$ cat config.mk
export PLATFORM = sky130hd
export DESIGN_NAME = io_request_controller
export DESIGN_NICKNAME = d
export VERILOG_FILES = /design/src/rtl/io_pkg.sv /design/src/rtl/bin2bcd_seq.sv /design/src/rtl/debounce.sv /design/src/rtl/io_request_controller.sv
export SDC_FILE = /design/constraint.sdc
export NUM_CORES = 1
export LEC_CHECK = 0
export CORE_MARGIN = 4
export CORE_UTILIZATION = 45
export DETAILED_ROUTE_END_ITERATION = 12
export GPL_ROUTABILITY_DRIVEN = 0
export GPL_TIMING_DRIVEN = 0
export PLACE_DENSITY = 0.72
export RECOVER_POWER = 50
export SYNTH_ARGS = -nofsm -noshare
export SYNTH_HDL_FRONTEND = slang
export SYNTH_SLANG_ARGS = --single-unit
$ cat constraint.sdc
create_clock -name clk -period 1.8 [get_ports clk]
set_input_delay 0.27 -clock clk [delete_from_list [all_inputs] [get_ports clk]]
set_output_delay 0.27 -clock clk [all_outputs]
set_load 0.02 [all_outputs]
$ cat src/rtl/io_pkg.sv
`default_nettype none
// ============================================================================
//  Module      : io_pkg
//  Description : Shared types and constants for the CPU I/O request controller:
//                controller states, display-mode encodings, 7-seg patterns and
//                the double-dabble digit adjust helper.
//  Revision    : 1.0 - initial release
// ============================================================================
package io_pkg;

    // Controller states
    typedef enum logic [1:0] {
        ST_IDLE     = 2'd0,
        ST_CONV_OUT = 2'd1,
        ST_WAIT_IN  = 2'd2,
        ST_HALTED   = 2'd3
    } state_t;

    // Display-mode encodings presented to the 7-seg decoder
    localparam logic [1:0] c_DISP_BLANK  = 2'd0;
    localparam logic [1:0] c_DISP_NUMBER = 2'd1;
    localparam logic [1:0] c_DISP_DASHES = 2'd2;
    localparam logic [1:0] c_DISP_HALT   = 2'd3;

    // Internal BCD width of the converter (enough for a full 32-bit value)
    localparam int c_BCD_DIGITS = 10;
    localparam int c_BCD_W      = 4 * c_BCD_DIGITS;

    // 7-seg patterns, bit order {g,f,e,d,c,b,a}, active-high segments
    localparam logic [6:0] c_SEG_BLANK = 7'h00;
    localparam logic [6:0] c_SEG_DASH  = 7'h40;

    function automatic logic [6:0] seg_pattern(input logic [3:0] d);
        logic [6:0] r;
        case (d)
            4'd0:    r = 7'h3F;
            4'd1:    r = 7'h06;
            4'd2:    r = 7'h5B;
            4'd3:    r = 7'h4F;
            4'd4:    r = 7'h66;
            4'd5:    r = 7'h6D;
            4'd6:    r = 7'h7D;
            4'd7:    r = 7'h07;
            4'd8:    r = 7'h7F;
            4'd9:    r = 7'h6F;
            default: r = c_SEG_BLANK;
        endcase
        return r;
    endfunction

    // Add 3 to every BCD nibble that is 5 or more, ahead of the next shift
    function automatic logic [c_BCD_W-1:0] bcd_adjust(input logic [c_BCD_W-1:0] b);
        logic [c_BCD_W-1:0] r;
        for (int i = 0; i < c_BCD_DIGITS; i++) begin
            r[4*i +: 4] = (b[4*i +: 4] >= 4'd5) ? (b[4*i +: 4] + 4'd3) : b[4*i +: 4];
        end
        return r;
    endfunction

endpackage
`default_nettype wire

$ cat src/rtl/bin2bcd_seq.sv
`default_nettype none
// ============================================================================
//  Module      : bin2bcd_seq
//  Description : Sequential double-dabble binary-to-BCD converter. One input
//                bit per cycle, MSB first. The first bit is consumed in the
//                start cycle, so done pulses exactly DATA_W cycles after start.
//                A start while busy abandons the current run and reloads.
//  Revision    : 1.0 - initial release
// ============================================================================
module bin2bcd_seq
    import io_pkg::*;
#(
    parameter int DATA_W = 32
) (
    input  logic                clk,
    input  logic                rst,
    input  logic                start,
    input  logic [DATA_W-1:0]   din,
    output logic                busy,
    output logic                done,
    output logic [c_BCD_W-1:0]  bcd
);

    localparam int CNT_W = $clog2(DATA_W);

    logic [DATA_W-1:0]  r_shift;
    logic [c_BCD_W-1:0] r_bcd;
    logic [CNT_W-1:0]   r_cnt;
    logic               r_busy;
    logic               r_done;
    logic [c_BCD_W-1:0] w_adj;

    assign w_adj = bcd_adjust(r_bcd);

    // Load on start, then adjust-and-shift one bit per cycle until all bits are in
    always_ff @(posedge clk) begin
        if (rst) begin
            r_shift <= '0;
            r_bcd   <= '0;
            r_cnt   <= '0;
            r_busy  <= 1'b0;
            r_done  <= 1'b0;
        end else begin
            r_done <= 1'b0;
            if (start) begin
                r_bcd   <= {{(c_BCD_W-1){1'b0}}, din[DATA_W-1]};
                r_shift <= {din[DATA_W-2:0], 1'b0};
                r_cnt   <= CNT_W'(1);
                r_busy  <= 1'b1;
            end else if (r_busy) begin
                r_bcd   <= (w_adj << 1) | {{(c_BCD_W-1){1'b0}}, r_shift[DATA_W-1]};
                r_shift <= {r_shift[DATA_W-2:0], 1'b0};
                r_cnt   <= r_cnt + CNT_W'(1);
                if (r_cnt == CNT_W'(DATA_W-1)) begin
                    r_busy <= 1'b0;
                    r_done <= 1'b1;
                end
            end
        end
    end

    assign busy = r_busy;
    assign done = r_done;
    assign bcd  = r_bcd;

endmodule
`default_nettype wire

$ cat src/rtl/debounce.sv
`default_nettype none
// ============================================================================
//  Module      : debounce
//  Description : Two-flop synchroniser, stability counter and rising-edge
//                detector for the raw confirm button. The counter restarts on
//                every change of the synchronised level; the debounced level
//                follows once the input has been stable long enough.
//  Revision    : 1.0 - initial release
// ============================================================================
module debounce #(
    parameter int DEBOUNCE_CYCLES = 50000
) (
    input  logic clk,
    input  logic rst,
    input  logic i_btn,
    output logic o_rise
);

    localparam int CNT_W = (DEBOUNCE_CYCLES > 1) ? $clog2(DEBOUNCE_CYCLES) : 1;

    logic             r_sync1;
    logic             r_sync2;
    logic             r_sync_prev;
    logic [CNT_W-1:0] r_cnt;
    logic             r_level;
    logic             r_level_q;

    // Synchronise, time stability of the synced level, and register the accepted level
    always_ff @(posedge clk) begin
        if (rst) begin
            r_sync1     <= 1'b0;
            r_sync2     <= 1'b0;
            r_sync_prev <= 1'b0;
            r_cnt       <= '0;
            r_level     <= 1'b0;
            r_level_q   <= 1'b0;
        end else begin
            r_sync1     <= i_btn;
            r_sync2     <= r_sync1;
            r_sync_prev <= r_sync2;
            r_level_q   <= r_level;
            if (r_sync2 != r_sync_prev) begin
                r_cnt <= '0;
            end else if (r_sync2 != r_level) begin
                if (r_cnt == CNT_W'(DEBOUNCE_CYCLES-1)) begin
                    r_level <= r_sync2;
                    r_cnt   <= '0;
                end else begin
                    r_cnt <= r_cnt + CNT_W'(1);
                end
            end else begin
                r_cnt <= '0;
            end
        end
    end

    assign o_rise = r_level & ~r_level_q;

endmodule
`default_nettype wire

$ cat src/rtl/io_request_controller.sv
`default_nettype none
// ============================================================================
//  Module      : io_request_controller
//  Description : Sequences CPU output/input instructions against the board
//                display and switches. Output requests convert a value to
//                decimal and acknowledge; input requests show the live switch
//                value until a debounced confirm press captures it.
//  Revision    : 1.0 - initial release
// ============================================================================
module io_request_controller
    import io_pkg::*;
#(
    parameter int DEBOUNCE_CYCLES = 50000,
    parameter int DATA_W          = 32
) (
    input  logic              clk,
    input  logic              reset,
    input  logic              halt,
    input  logic              out_req,
    input  logic [DATA_W-1:0] out_data,
    input  logic              in_req,
    input  logic [15:0]       SW,
    input  logic              confirm_btn,
    output logic              out_ack,
    output logic              in_ack,
    output logic [DATA_W-1:0] in_data,
    output logic              stall,
    output logic [31:0]       digits,
    output logic [1:0]        disp_mode
);

    state_t             r_state;
    state_t             w_next_state;

    logic               r_out_ack;
    logic               r_in_ack;
    logic [DATA_W-1:0]  r_in_data;
    logic [31:0]        r_digits;
    logic [1:0]         r_disp_mode;

    logic               w_out_pend;
    logic               w_in_pend;
    logic               w_stall;
    logic               w_conv_start;
    logic [DATA_W-1:0]  w_conv_din;
    logic               w_conv_busy;
    logic               w_conv_done;
    logic [c_BCD_W-1:0] w_conv_bcd;
    logic               w_confirm;
    logic [DATA_W-1:0]  w_sw_word;

    assign w_sw_word = {{(DATA_W-16){1'b0}}, SW};

    // Requests are still held high during their own ack cycle; masking them there
    // keeps the same request from being served twice.
    assign w_out_pend = out_req & ~(r_out_ack | r_in_ack);
    assign w_in_pend  = in_req  & ~(r_out_ack | r_in_ack);

    bin2bcd_seq #(
        .DATA_W (DATA_W)
    ) u_bin2bcd (
        .clk   (clk),
        .rst   (reset),
        .start (w_conv_start),
        .din   (w_conv_din),
        .busy  (w_conv_busy),
        .done  (w_conv_done),
        .bcd   (w_conv_bcd)
    );

    debounce #(
        .DEBOUNCE_CYCLES (DEBOUNCE_CYCLES)
    ) u_debounce (
        .clk    (clk),
        .rst    (reset),
        .i_btn  (confirm_btn),
        .o_rise (w_confirm)
    );

    // State register
    always_ff @(posedge clk) begin
        if (reset) begin
            r_state <= ST_IDLE;
        end else begin
            r_state <= w_next_state;
        end
    end

    // Next-state logic: halt overrides everything, output beats input in IDLE
    always_comb begin
        w_next_state = r_state;
        if (halt) begin
            w_next_state = ST_HALTED;
        end else begin
            case (r_state)
                ST_IDLE: begin
                    if (w_out_pend) begin
                        w_next_state = ST_CONV_OUT;
                    end else if (w_in_pend) begin
                        w_next_state = ST_WAIT_IN;
                    end
                end
                ST_CONV_OUT: if (w_conv_done) w_next_state = ST_IDLE;
                ST_WAIT_IN:  if (w_confirm)   w_next_state = ST_IDLE;
                ST_HALTED:   w_next_state = ST_HALTED;
                default:     w_next_state = ST_IDLE;
            endcase
        end
    end

    // Output logic: stall, converter start and converter operand selection
    always_comb begin
        w_stall      = 1'b0;
        w_conv_start = 1'b0;
        w_conv_din   = w_sw_word;
        case (r_state)
            ST_IDLE: begin
                w_stall = (w_out_pend | w_in_pend) & ~halt;
                if (w_out_pend && !halt) begin
                    w_conv_start = 1'b1;
                    w_conv_din   = out_data;
                end
            end
            ST_CONV_OUT: w_stall = 1'b1;
            ST_WAIT_IN: begin
                w_stall      = 1'b1;
                // Free-run on the switches, restarting the cycle after each done
                w_conv_start = ~w_conv_busy & ~w_conv_done & ~halt;
            end
            default: ;
        endcase
    end

    // Capture registers: display state, input data and ack pulses
    always_ff @(posedge clk) begin
        if (reset) begin
            r_out_ack   <= 1'b0;
            r_in_ack    <= 1'b0;
            r_in_data   <= '0;
            r_digits    <= '0;
            r_disp_mode <= c_DISP_BLANK;
        end else begin
            r_out_ack <= 1'b0;
            r_in_ack  <= 1'b0;
            if (halt) begin
                r_disp_mode <= c_DISP_HALT;
            end else begin
                case (r_state)
                    ST_CONV_OUT: begin
                        if (w_conv_done) begin
                            r_digits    <= w_conv_bcd[31:0];
                            r_disp_mode <= c_DISP_NUMBER;
                            r_out_ack   <= 1'b1;
                        end
                    end
                    ST_WAIT_IN: begin
                        if (w_confirm) begin
                            r_in_data <= w_sw_word;
                            r_in_ack  <= 1'b1;
                        end else if (w_conv_done) begin
                            r_digits    <= w_conv_bcd[31:0];
                            r_disp_mode <= (w_conv_bcd == '0) ? c_DISP_DASHES : c_DISP_NUMBER;
                        end
                    end
                    default: ;
                endcase
            end
        end
    end

    assign out_ack   = r_out_ack;
    assign in_ack    = r_in_ack;
    assign in_data   = r_in_data;
    assign stall     = w_stall;
    assign digits    = r_digits;
    assign disp_mode = r_disp_mode;

endmodule
`default_nettype wire

# Word-level counts from Yosys, hierarchy flattened
# Index checks and enable logic that the tools add are counted.
# op_classes
addsub	12
n_lt_le_gt_ge	10
eq_ne	13
mux	42
n_bitwise	18
n_reduce_logical	18
# op_table
operator	n
$mux 32	6
$pmux 32 s2	1
$ge 4x3->1 const B	10
$logic_not 40->1	1
$or 40x1->40	1
$add 4x2->4 const B	9
$mux 4	9
$mux 2	10
$add 16x1->16 const B	1
$eq 16x16->1 const B	1
$reduce_and 3->1	4
$mux 1	11
$ne 3x2->1 const B	3
$not 1->1	9
$reduce_or 3->1	3
$pmux 2 s4	1
$and 1x1->1	6
$add 5x1->5 const B	1
$eq 5x5->1 const B	1
$eq 2x2->1 const B	2
$ne 4x4->1 const B	1
$pmux 1 s2	2
$pmux 2 s2	1
$reduce_and 4->1	1
other kinds (14)	18
# word_totals
reg_bits	153
inputBits	54
output_inout_bits	69
word_cells	132

# Longest topological paths before layout
# Gate-level depths: netlist of run 1.
# depth
depth_word	7
mapped_depth	9
depth_no_buf	6

# Cells and area by module
# From an unflattened synthesis of run 1, not the netlist that was laid out.
# unflattened
cells_unflattened	886
area_unflattened_um2	7976.4
# modules_own_cells
mod	instances	cells_per_inst	area_each_um2	seq_area_each_um2
bin2bcd_seq	1	499	4390.5	1561.5
io_request_controller	1	290	2681.3	1081.0
debounce	1	97	904.6	420.4

# Worst setup path before layout of run 1
# OpenSTA, ideal clock, no wires.
# synth_timing
path_type	reg2reg
start	register r_state[0]
end	register u_bin2bcd.r_shift[26]
setup_ns	0.087
arrival_time_ns	1.763
t_required_ns	1.713
path_slack_ns	-0.050
stages_incl_launch_ff	9
path_buffers	2
synth_period_minus_slack_ns	1.850
path_cell_list	dfxtp_1 -> inv_1 -> ha_1 -> nor2b_2 -> and3_1 -> buf_4 -> buf_6 -> a211o_1 -> a221oi_2
# synth_between
elab_chain_cells	3
elab_cells_between_ends	6
cone_classes	1 x eq/ne; 3 x mux; 2 x reduce/logical
# synth_rtl
item	line_no	text
start: declaration	io_request_controller.sv:32	state_t r_state;
start signal: assignment	io_request_controller.sv:85	r_state <= w_next_state;
$eq 2x2->1 / $logic_not 2->1 (equally long branches)	io_request_controller.sv:116	case (r_state)
$pmux 1 s2 / $mux 32 (equally long branches)	io_request_controller.sv:116	
$mux 32 / $reduce_bool 2->1 (equally long branches)	-	
end signal: assignment	bin2bcd_seq.sv:47	r_shift <= {din[DATA_W-2:0], 1'b0};
end signal: assignment	bin2bcd_seq.sv:52	r_shift <= {r_shift[DATA_W-2:0], 1'b0};
end: declaration	bin2bcd_seq.sv:26	logic [DATA_W-1:0] r_shift;
# Parallel ways exist; a longest one is shown, timed or not.
# A chain may end at the register's enable or synchronous reset.

# Worst setup path in the final report of run 1
# layout_timing
start	register r_state[0]
end	register u_bin2bcd.r_shift[6]
# The elaborated chain is that of the path after synthesis.

==> results of run 1 <==
per-layer routing:
metal,wire [µm],track usage
met5,0,0
met4,361,0.07025
met3,1066,0.05478
met2,9686,0.3492
met1,9128,0.2810
placed cells by master (no fill, tap or decap), types with 9 or more instances in the layout:
| cell type | instances |
|---|---|
| a211o_1 | 16 |
| a211oi_1 | 19 |
| a21oi_1 | 93 |
| a221oi_2 | 14 |
| a31oi_1 | 11 |
| buf_2 | 11 |
| buf_4 | 35 |
| clkbuf_1 | 14 |
| clkbuf_16 | 21 |
| clkbuf_2 | 9 |
| clkdlybuf4s50_1 | 104 |
| conb_1 | 16 |
| dfxtp_1 | 143 |
| ha_1 | 33 |
| inv_1 | 51 |
| mux2i_1 | 17 |
| nand2_1 | 171 |
| nand2b_1 | 21 |
| nand3_1 | 27 |
| nand4_1 | 10 |
| nor2_1 | 43 |
| nor2b_1 | 12 |
| nor3_1 | 14 |
| nor4_1 | 11 |
| o211ai_1 | 16 |
| o21ai_0 | 20 |
| xnor2_1 | 12 |
power breakdown:
part	internal [mW]	total [mW]	switching (mW)	leakage, nW
Sequential	3.59	3.74	0.145	1.25
Combinational	0.935	2.01	1.08	2.12
Clock	2.73	4.14	1.41	0.327
Total	7.26	9.89	2.63	3.69
sequential cells by signal, indices dropped and copies added (netlist names):
| signal | flops |
|---|---|
| digits | 32 |
| disp_mode | 2 |
| in_ack | 1 |
| in_data | 16 |
| out_ack | 1 |
| r_state | 2 |
| u_bin2bcd.bcd | 40 |
| u_bin2bcd.busy | 1 |
| u_bin2bcd.done | 1 |
| u_bin2bcd.r_cnt | 5 |
| u_bin2bcd.r_shift | 31 |
| u_debounce.r_cnt | 16 |
| u_debounce.r_level | 1 |
| u_debounce.r_level_q | 1 |
| u_debounce.r_sync1 | 1 |
| u_debounce.r_sync2 | 1 |
| u_debounce.r_sync_prev | 1 |
through the flow:
step	setup TNS, ps	instance area [µm²]
after floorplan	0	7637
after global placement	-51670	8974
after detailed placement	-53740	8974
after CTS	-21.08	9847
after global routing	-887.5	10170
final	0	10170
cell families (layout without fill, tap and decap cells):
logic type | count (synthesis) | count (layout)
AOI/OAI and AO/OA | 208 | 208
and+or+nand+nor | 358 | 358
other | 1 | 16
adders and majority gates | 37 | 37
xor gates and xnor gates | 16 | 16
muxes | 23 | 23
buffers and inverters | 125 | 281
DFF | 153 | 153
what timing repair did:
action                                 4_1_cts  5_1_grt
pin swaps                                    5       28
hold buffers                                 0        0
setup endpoints to repair                  129      120
buffers inserted                             6        9
endpoints found under the hold margin        0        0
cloned                                       0        4
resized for setup                           47       59
final cells by class:
type | count | share of cell area
Sequential cell | 153 | 0.3028
Buffer | 70 | 0.05104
Timing Repair Buffer | 125 | 0.1253
Inverter | 54 | 0.02054
Clock inverter | 13 | 0.02447
Tap cell | 220 | 0.02706
Clock buffer | 19 | 0.04255
Multi-Input combinational cell | 658 | 0.4062
final timing paths:
kind              slack [ps]               start  depth (start not counted)              endpoint
hold / removal           390         out_data[8]                          3  u_bin2bcd.r_shift[9]
setup reg to reg          10          r_state[0]                          7  u_bin2bcd.r_shift[6]
hold reg to reg          440  u_debounce.r_sync1                          1    u_debounce.r_sync2
setup / recovery          10          r_state[0]                          7  u_bin2bcd.r_shift[6]
critical path, stage by stage, from the launching register on:
cell and delay (ps):
dfxtp_4 360, inv_4 80, ha_4 170, or4b_4 480, buf_8 160, clkbuf_16 150
o211ai_1 160, a21oi_1 90
==> results.ini, run 1 <==
[power]
power_mw = 9.888
power_density_nw_per_um2 = 971.9
vdd_ir_drop_max_uv = 714.6
p_leak_nw = 3.694

[routing]
drc = 0
vias = 6918
drt-pass1-iter-count = 5
postRouteAntennaNets = 0
viasPerCell = 5.273
first_iter_violations = 405
post_drt_wl_per_cell_um = 15.43
routed_wl_um = 20240

[global_routing]
antenna_found_initial = 0
grt.overflow.total = 0
grt_use_total = 0.2155
grt_pass1_wl_um = 32310
grt_max_degree = 17
grt_pass1_vias = 6474

[cts]
clkLatencyLatePin_ps = 430
clockBufferDepth = 2
cts_max_level = 4
cts_tree = done
cts_buffers = 17
clk_pin_slew_ps = 60
cts_root_buf = clkbuf_16
cts_sinks = 153

[logic_synthesis]
synth-seq-cells = 153
async_flop_share = 0
yosysMostFrequentCell = nand2_1
yosys.area.top_type_share = 0.4042
synth-simple-area-share = 0.2236
netlist_area_um2 = 7577
synth_xor_area_frac = 0.01849
synthTopCellsByArea = dfxtp_1, nand2_1, a21oi_1
synthTopCellsByCount = nand2_1, dfxtp_1, a21oi_1
synth-compound-area-share = 0.1802
synth_edf_count = 0
seq_area_frac_synth = 0.4042
synthDistinctLibCells = 52
muxShareOfSynthArea = 0.03137
synth_top_family_by_area = simple AND/OR/NAND/NOR gates
synth.largest_area_cell = dfxtp_1
synth_area_per_cell_um2 = 8.227
synthFlopType = dfxtp_1
ys_warn_count = 0
synthCells = 921
synthAdderAreaFrac = 0.06110

[timing]
hold_viol_final = 0
final-setup-viol-count = 0
fmaxAchievable_mhz = 559.6
post-route-period-util = 0.9928
worst_pin_slew_ps = 675.0
timing.hold.ws_ps = 392.1
slew-limit-headroom = 0.5500
clock_skew_ps = 6.768
finalCriticalPeriod_ps = 1787
rsz0062_at_grt = true
setup_ws_ps = 13.04
finalMaxSlewViolations = 0

[place]
dpl.cell_count = 1262
dp_slack_ps = -745.3
hpwlAfterDp_um = 13750
io_buffers = 106

[cells_and_area]
syn_to_final_growth_pct = 34.26
multi_input_area_um2 = 4133
utilization = 0.6157
stdcell_count = 1312
antenna-diode-count = 0
final-seq-area_um2 = 3080
drive_gt1_frac = 0.1603
n_fill_cell = 1432
nets = 1170

[critical_path]
end_kind = register
critPathLaunchType = register
worstPathMaxFanout = 6
worstSetupPathType = register to register
arrival_ps = 2080
cp_data_required_time_ps = 2090

[die]
die_area_um2 = 18980
die_y_um = 137.8
die_w_um = 137.8
io_pins = 123
core-area_um2 = 16520
initial_utilization = 0.4585
floorplan.rows = 47

[hold_path]
worstHoldPathType = primary input to register

[flow_run]
maxCapViolCount = 0

[run_status]
outcome = complete, no violations

No activity file was read; power rests on OpenSTA's default activity.
==> inputs of run 2 (changes only) <==
--- a/config.mk
+++ b/config.mk
@@ -5,12 +5,12 @@
 export SDC_FILE = /design/constraint.sdc
 export NUM_CORES = 1
 export LEC_CHECK = 0
-export CORE_MARGIN = 4
+export CORE_MARGIN = 5
 export CORE_UTILIZATION = 45
 export DETAILED_ROUTE_END_ITERATION = 12
 export GPL_ROUTABILITY_DRIVEN = 0
 export GPL_TIMING_DRIVEN = 0
-export PLACE_DENSITY = 0.72
+export PLACE_DENSITY = 0.69
 export RECOVER_POWER = 50
 export SYNTH_ARGS = -nofsm -noshare
 export SYNTH_HDL_FRONTEND = slang
==> constraint.sdc (replaced) <==
create_clock -name clk -period 2.2 [get_ports clk]
set_input_delay 0.33 -clock clk [delete_from_list [all_inputs] [get_ports clk]]
set_output_delay 0.33 -clock clk [all_outputs]
set_load 0.02 [all_outputs]
==> run 2 against run 1 <==
Compared with the run above: clock power down 28%; setup slack improved by 140 ps; global-route usage decreased by 1.7 points; cell area down 5.6%; critical path type unchanged.
==> results.ini, run 2 (synthesis gave the netlist of run 1 again) <==
[flow_run]
maxCapViolCount = 0  ; unchanged

[critical_path]
r2r-end = u_bin2bcd.bcd[36]
cp_data_required_time_ps = 2470  ; +380 ps
r2r_slack_ps = 150  ; +140 ps
worstSetupPathType = register to register
r2r-start = r_state[0]
crit_end = u_bin2bcd.bcd[36]
critPathLaunchType = register
arrival_ps = 2320  ; +240 ps
end_kind = register
rr_worst_depth = 7  ; unchanged
cp-startpoint = r_state[0]
worstPathMaxFanout = 10  ; +4

[routing]
drc = 0  ; unchanged
first_iter_violations = 395  ; -2.5%
vias = 6825  ; -1.3%
post_drt_wl_per_cell_um = 15.20  ; -1.5%
postRouteAntennaNets = 0  ; unchanged
drt-pass1-iter-count = 7  ; +2
viasPerCell = 5.266  ; -0.13%
routed_wl_um = 19700  ; -2.7%

[die]
initial_utilization = 0.4585  ; unchanged
io_pins = 123  ; unchanged
die_area_um2 = 19530  ; +2.9%
core-area_um2 = 16520  ; unchanged
floorplan.rows = 47  ; unchanged
die_y_um = 139.8  ; +1.5%
die_w_um = 139.8  ; +1.5%

[cts]
cts_tree = done
cts_root_buf = clkbuf_16
cts_sinks = 153  ; unchanged
cts_buffers = 17  ; unchanged
clkLatencyLatePin_ps = 420  ; about the same
clk_pin_slew_ps = 60  ; about the same
clockBufferDepth = 2  ; unchanged
cts_max_level = 4  ; unchanged
hold_buffers = 0  ; unchanged

[global_routing]
grt_pass1_wl_um = 32000  ; -0.94%
grt_use_total = 0.1985  ; -0.01702
grt_max_degree = 17  ; unchanged
grt.overflow.total = 0  ; unchanged
antenna_found_initial = 0  ; unchanged
grt_pass1_vias = 6468  ; -0.093%

[cells_and_area]
layout_common_cells = nand2_1, dfxtp_1, a21oi_1, inv_1, dlygate4sd3_1
largest_register_ffs = 40  ; unchanged
syn_to_final_growth_pct = 26.75
nets = 1154  ; -1.4%
final_common_cell = nand2_1
antenna-diode-count = 0  ; unchanged
drive_gt1_frac = 0.1050  ; -0.05524

[timing]
final-setup-viol-count = 0  ; unchanged
setup_ws_ps = 153.5  ; +140.5 ps
slew-limit-headroom = 0.5467  ; -0.003303
fmaxAchievable_mhz = 488.6  ; -13%
clock_skew_ps = 6.106  ; -0.6620 ps
hold_viol_final = 0  ; unchanged
post-route-period-util = 0.9302  ; -0.06253
finalCriticalPeriod_ps = 2046  ; +259.5 ps
rsz0062_at_grt = false
timing.hold.ws_ps = 436.4  ; +44.26 ps
finalMaxSlewViolations = 0  ; unchanged
worst_pin_slew_ps = 679.9  ; +4.954 ps

[run_status]
outcome = complete, no violations

[place]
hpwlAfterDp_um = 13900  ; +1.1%
dp_slack_ps = -382.5  ; +362.8 ps
io_buffers = 106  ; unchanged

[hold_path]
worstHoldPathType = register to register

[power]
power_density_nw_per_um2 = 773.7  ; -20%
vdd_ir_drop_max_uv = 563.4  ; -21%
p_leak_nw = 3.628  ; -1.8%
power_mw = 7.431  ; -25%

## run 2: routing by layer
| layer | GRT usage | part of all wire | up-vias |
|---|---|---|---|
| met3 | 0.05832 | 0.069 | 38 |
| met2 | 0.3181 | 0.46 | 226 |
| met1 | 0.2603 | 0.45 | 3124 |
| met5 | 0 | 0 | - |
| met4 | 0.05813 | 0.020 | 0 |
| li1 | - | - | 3437 |
## run 2: worst max-delay path, cell delays in order, from the launching register on
cell	delay [ps]
dfxtp_2	330
inv_1	80
ha_2	250
or4b_1	440
buf_2	200
nand3_2	240
clkbuf_4	290
a211oi_1	60
## run 2: worst min-delay path by stage
stage | end | slack, ps | from | cells after the start
after floorplan | u_debounce.r_sync2 | 410 | u_debounce.r_sync1 | 1
after detailed placement | u_debounce.r_sync2 | 430 | u_debounce.r_sync1 | 1
final | u_debounce.r_sync2 | 440 | u_debounce.r_sync1 | 1
after global placement | u_debounce.r_sync2 | 420 | u_debounce.r_sync1 | 1
after global routing | u_debounce.r_sync2 | 460 | u_debounce.r_sync1 | 1
after CTS | u_debounce.r_sync2 | 440 | u_debounce.r_sync1 | 1
## run 2: layout make-up
class                   instances  area [µm²]
multi-input cells             658        3968
clock inverters                12       148.9
fillers                      1499        6920
well taps                     220       275.3
repair buffers                108        1071
clock buffers                  20       456.7
plain buffers                  71       417.9
flip-flops and latches        153        3064
inverters                      54       202.7
## run 2: report_power, final
part / leakage, nW / switching, mW / internal [mW]
combinational: 2.10 / 0.794 / 0.601
clock: 0.288 / 1.16 / 1.84
sequential: 1.24 / 0.108 / 2.93
## run 2: metrics by stage
stage,TNS (ps),cell area (µm²),utilization,std cells
finish,0,9604,0.5812,1296
global route,0,9604,0.5812,1296
CTS,0,9578,0.5796,1294
detailed placement,-9897,8970,0.5428,1262
global placement,-8716,8970,0.5428,1262
floorplan,0,7634,-,936
## run 2: timing repair
action	in CTS	in global routing
pin swaps	0	1
buffers inserted	0	2
gates cloned	0	0
endpoints found under the setup margin	4	80
gates resized for setup	4	11
